[config.mk]
export PLATFORM = sky130hd
export DESIGN_NAME = pc_seq_ctrl
export DESIGN_NICKNAME = d
export VERILOG_FILES = /design/src/rtl/pc_seq_ctrl.sv
export SDC_FILE = /design/constraint.sdc
export NUM_CORES = 1
export LEC_CHECK = 0
export ABC_AREA = 0
export BUFFER_PORTS_ARGS = -buffer_cell sky130_fd_sc_hd__buf_2
export CAP_MARGIN = 40
export CORE_MARGIN = 5
export CORE_UTILIZATION = 45
export DETAILED_ROUTE_END_ITERATION = 10
export PLACE_DENSITY_LB_ADDON = 0.05
export SLEW_MARGIN = 20
export SYNTH_ARGS = -nofsm -noshare
export SYNTH_HDL_FRONTEND = slang
export SYNTH_SLANG_ARGS = --single-unit
[constraint.sdc]
create_clock -name clk -period 3.85 [get_ports clk]
set_clock_uncertainty 0.2 [all_clocks]
set_input_delay 0.1925 -clock clk [delete_from_list [all_inputs] [get_ports clk]]
set_output_delay 0.1925 -clock clk [all_outputs]
set_load 0.05 [all_outputs]
[src/rtl/pc_seq_ctrl.sv]
// Program-counter sequencer: branch/jump resolution, trap entry, HALT/resume
// handling and a saturating count of taken redirects.
module pc_seq_ctrl #(
    parameter int unsigned     XLEN         = 32,
    parameter logic [XLEN-1:0] RESET_VECTOR = XLEN'(32'h0000_0000),
    parameter logic [XLEN-1:0] TRAP_VECTOR  = XLEN'(32'h0000_0100),
    parameter int unsigned     CNT_W        = 16
) (
    input  logic             clk,
    input  logic             rst_n,
    input  logic             stall,
    input  logic [6:0]       opcode,
    input  logic [2:0]       funct3,
    input  logic [XLEN-1:0]  rs1_val,
    input  logic [XLEN-1:0]  rs2_val,
    input  logic [XLEN-1:0]  imm,
    input  logic             trap_req,
    input  logic             resume,
    output logic [XLEN-1:0]  pc,
    output logic [XLEN-1:0]  pc_plus4,
    output logic             pc_sel,
    output logic             misalign,
    output logic [1:0]       state,
    output logic [CNT_W-1:0] redirect_cnt
);

    typedef enum logic [1:0] {
        ST_BOOT = 2'b00,
        ST_RUN  = 2'b01,
        ST_HALT = 2'b10,
        ST_BAD  = 2'b11
    } state_t;

    localparam logic [6:0] OP_BRANCH = 7'b1100011;
    localparam logic [6:0] OP_JAL    = 7'b1101111;
    localparam logic [6:0] OP_JALR   = 7'b1100111;

    state_t           r_state;
    logic [XLEN-1:0]  r_pc;
    logic [CNT_W-1:0] r_cnt;

    logic             w_taken;
    logic             w_br_taken;
    logic [XLEN-1:0]  w_jalr_sum;
    logic [XLEN-1:0]  w_target;
    logic             w_run;

    always_comb begin
        w_br_taken = 1'b0;
        unique case (funct3)
            3'b000:  w_br_taken = (rs1_val == rs2_val);
            3'b001:  w_br_taken = (rs1_val != rs2_val);
            3'b100:  w_br_taken = ($signed(rs1_val) <  $signed(rs2_val));
            3'b101:  w_br_taken = ($signed(rs1_val) >= $signed(rs2_val));
            3'b110:  w_br_taken = (rs1_val <  rs2_val);
            3'b111:  w_br_taken = (rs1_val >= rs2_val);
            default: w_br_taken = 1'b0;
        endcase
    end

    always_comb begin
        w_taken    = 1'b0;
        w_jalr_sum = rs1_val + imm;
        w_target   = r_pc + imm;
        unique case (opcode)
            OP_BRANCH: w_taken = w_br_taken;
            OP_JAL:    w_taken = 1'b1;
            OP_JALR: begin
                w_taken  = 1'b1;
                w_target = w_jalr_sum & ~XLEN'(1);
            end
            default:   w_taken = 1'b0;
        endcase
    end

    // Redirect qualifiers are gated by RUN so BOOT/HALT never report a redirect.
    assign w_run        = (r_state == ST_RUN);
    assign misalign     = w_run && w_taken && w_target[1];
    assign pc_sel       = w_run && w_taken && !w_target[1];
    assign pc_plus4     = r_pc + XLEN'(4);
    assign pc           = r_pc;
    assign state        = r_state;
    assign redirect_cnt = r_cnt;

    always_ff @(posedge clk) begin
        if (!rst_n) begin
            r_pc    <= RESET_VECTOR;
            r_state <= ST_BOOT;
            r_cnt   <= '0;
        end else begin
            if (pc_sel && !stall && (r_cnt != '1))
                r_cnt <= r_cnt + CNT_W'(1);
            case (r_state)
                ST_BOOT: begin
                    r_pc    <= RESET_VECTOR;
                    r_state <= ST_RUN;
                end
                ST_RUN: begin
                    if (trap_req) begin
                        r_pc    <= TRAP_VECTOR;
                        r_state <= ST_HALT;
                    end else if (stall) begin
                        r_pc    <= r_pc;
                    end else if (misalign) begin
                        r_pc    <= TRAP_VECTOR;
                        r_state <= ST_HALT;
                    end else if (pc_sel) begin
                        r_pc    <= w_target;
                    end else begin
                        r_pc    <= pc_plus4;
                    end
                end
                ST_HALT: begin
                    if (resume)
                        r_state <= ST_RUN;
                end
                default: begin
                    r_pc    <= RESET_VECTOR;
                    r_state <= ST_BOOT;
                end
            endcase
        end
    end

endmodule

==> results.yml <==
status:
  outcome: "finished, final reports clean"
finish:
  area.growth.synth_to_final_pct: 22.17
  final_common_cell: "buf_2"
  nets: 1378
  drive_above_1_share_pct: 23.14
  stdcell_area_um2: 8591
  diodes: 0
  layout_common_cells: "194 x buf_2, 97 x a21oi_1, 95 x ha_1"
min_path:
  worstHoldPathType: "in2reg"
  min-delay-start: "rst_n"
  min_path_cells: 2
  holdPathEnd: "pc[1]$_SDFFE_PN0P_"
pwr:
  leakagePower_nw: 4.221
  peakVddDrop_uv: 179.1
  p_per_area_nw_per_um2: 186.3
  power_w: 0.001601
placement:
  place.gp.congestion: 0.9453
  dp_hpwl_um: 19960
  dpl-instance-area_um2: 8437
  numPortBuffers: 194
worst_setup_path:
  critical-path-top-delay-family: "simple AND/OR/NAND/NOR gates"
  worstReg2RegEnd: "pc[20]$_SDFFE_PN0P_"
  ff2ff_setup_slack_ns: 0.44
  crit_chain: "buf_2 -> ha_1 -> nand4_2 -> nor4_2 -> o31a_1 -> nor4b_2 -> nor4_4 -> nand2_2 -> inv_2 -> buf_4 -> buf_2"
  endpoint_kind: "primary output"
  cp_max_fo: 14
  crit_slowest_cell: "nor4_2"
  worstSetupPathType: "in2out"
  rr_worst_depth: 11
  max_stage_delay_ns: 0.77
  path_common_cell: "buf_2"
  crit_required_ns: 3.46
  worstPathArrival_ns: 3.28
  start_kind: "primary input"
  cp.buffers_inverters: 4
  r2r-start: "pc[0]$_SDFFE_PN0P_"
detailed_routing:
  antenna_left: 0
  drt-met1-wl_um: 10770
  dr.pass1.iters: 5
  highest_layer: "met4"
  drt_iter0_markers: 487
  drt-total-wl_um: 23760
  vias: 7840
  dr_wl_met2_um: 10780
  wl_per_cell_um: 17.19
  wl_met3_um: 1635
  vias_per_cell: 5.673
  drc: 0
clocking:
  cts_max_level: 2
  cts_tree: "built"
  clock_path_buffers: 2
  numCtsBuffers: 5
  clkSinkCount: 50
  worstSkewPairLatency_ns: 0.29
  clk_pin_slew_worst_paths_ns: 0.08
  clockRootBuffer: "clkbuf_16"
  ctsResizeCount: 0
  hold_buffers: 0
  cts_setup_buffers: 0
yosys:
  synth_largest_area_cell: "ha_1"
  synth-edff-count: 0
  synth_async_sr_flop_share_pct: 0
  yosys-top-cells-area: "ha_1 17%, dfxtp_1 14%, a21oi_1 6.9%, xnor2_1 6.0%, xor2_1 5.0%"
  synth_area_um2: 7032
  synth_cell_type_count: 75
  yosysSeqAreaShare_pct: 14.23
  ys_ff_latch: 50
  synth_nets: 1167
  yosysWarnings: 0
  syn_area_per_cell_um2: 7.332
  syn_inst: 959
  synthFlopType: "dfxtp_1"
  synth.top_cell.area_share_pct: 16.90
sta:
  relSlewSlack_pct: 45.29
  hold_slack_ns: 0.03183
  fin_tns_setup_ns: 0
  timing.final.crit_share_pct: 95.35
  grt_setup_unrepaired: "false"
  tightest_slew_ns: 0.8139
  hold_violations: 0
  report.final.setup_viol: 0
  max_freq_mhz: 272.4
  fin_crit_ns: 3.671
  slew_violations: 0
job:
  max_cap_violations: 0
floorplan:
  dieHeight_um: 135.0
  top_level_ports: 195
  coreArea_um2: 15260
  fp.dieW_um: 135.0
  rows: 45
  initial_core_util_pct: 46.08
  die_area_um2: 18230
global_route:
  antenna_found_initial: 0
  grt_usage_pct: 24.99
  grt_start_max_net_pins: 41
  grt_pass1_wl_um: 36940
  grt_overflow: 0
  grt_pass1_vias: 7287
-- logic make-up (layout without fill, tap and decap cells) --
family	count (synthesis)	after routing	synth area share, %
multiplexers	5	5	0.7295
flip-flops	50	50	14.23
AND/OR/NAND/NOR	324	324	23.58
AO/OA/AOI/OAI	307	307	28.02
adder cells (fa/ha/maj)	97	97	17.47
buffers and inverters	88	300	5.000
XOR/XNOR	88	88	10.96
-- cells in the mapped netlist, drive strengths merged, types with 10 or more instances --
cell and instances:
a211oi 19, a21o 24, a21oi 97, and2 15, and3 18, clkbuf 20
dfxtp 50, ha 95, inv 59, nand2 86, nand2b 13, nand3 39
nand4 20, nor2 75, nor3 11, o211ai 10, o21ai 63, o31ai 13
or3 13, xnor2 48, xor2 40
-- routing by layer --
metal  global-route usage (%)  up-vias
met1                    33.85     3581
met4                    6.383        0
met3                    3.539       35
met2                    41.83      259
met5                        0        -
li1                         -     3965
-- how the worst max path moves through the flow --
stage | cells after the start | slack (ns) | startpoint | endpoint
2_1_floorplan | 10 | 0.30 | pc[4]$_SDFFE_PN0P_ | pc[23]$_SDFFE_PN0P_
3_3_place_gp | 12 | 0.17 | rs1_val[31] | pc[16]$_SDFFE_PN0P_
3_5_place_dp | 12 | 0.13 | rs1_val[31] | pc[31]$_SDFFE_PN0P_
4_1_cts | 11 | 0.21 | rs1_val[31] | pc_sel
5_1_grt | 12 | 0.03 | rs1_val[31] | pc_sel
6_report | 11 | 0.18 | rs1_val[31] | pc_sel
-- metrics by stage --
| step | util, % | setup slack (ns) | cells |
|---|---|---|---|
| after floorplan | - | 0.3037 | 959 |
| after global placement | 55.29 | 0.1718 | 1374 |
| after detailed placement | 55.29 | 0.1316 | 1374 |
| after CTS | 56.30 | 0.2128 | 1382 |
| after global routing | 56.30 | 0.02902 | 1382 |
| final | 56.30 | 0.1789 | 1382 |
-- power by group --
| part | internal [W] | switching, W |
|---|---|---|
| logic | 0.000247 | 0.000353 |
| clock network | 0.000250 | 0.000228 |
| registers | 0.000519 | 0.00000320 |
| total | 0.00102 | 0.000584 |
-- final cells by class --
cell class              count  area [um2]
flip-flops and latches     50        1001
well taps                 211       264.0
repair buffers            233        1264
fillers                  1566        6668
clock buffers               5       125.1
inverters                  59       221.5
clock inverters             3       28.78
multi-input cells         821        5687
-- sequential cells by signal, indices dropped and copies added, names as in the netlist --
| signal | flops |
|---|---|
| state | 2 |
| pc | 32 |
| redirect_cnt | 16 |
Note: power is estimated with default switching activity, not from simulation.
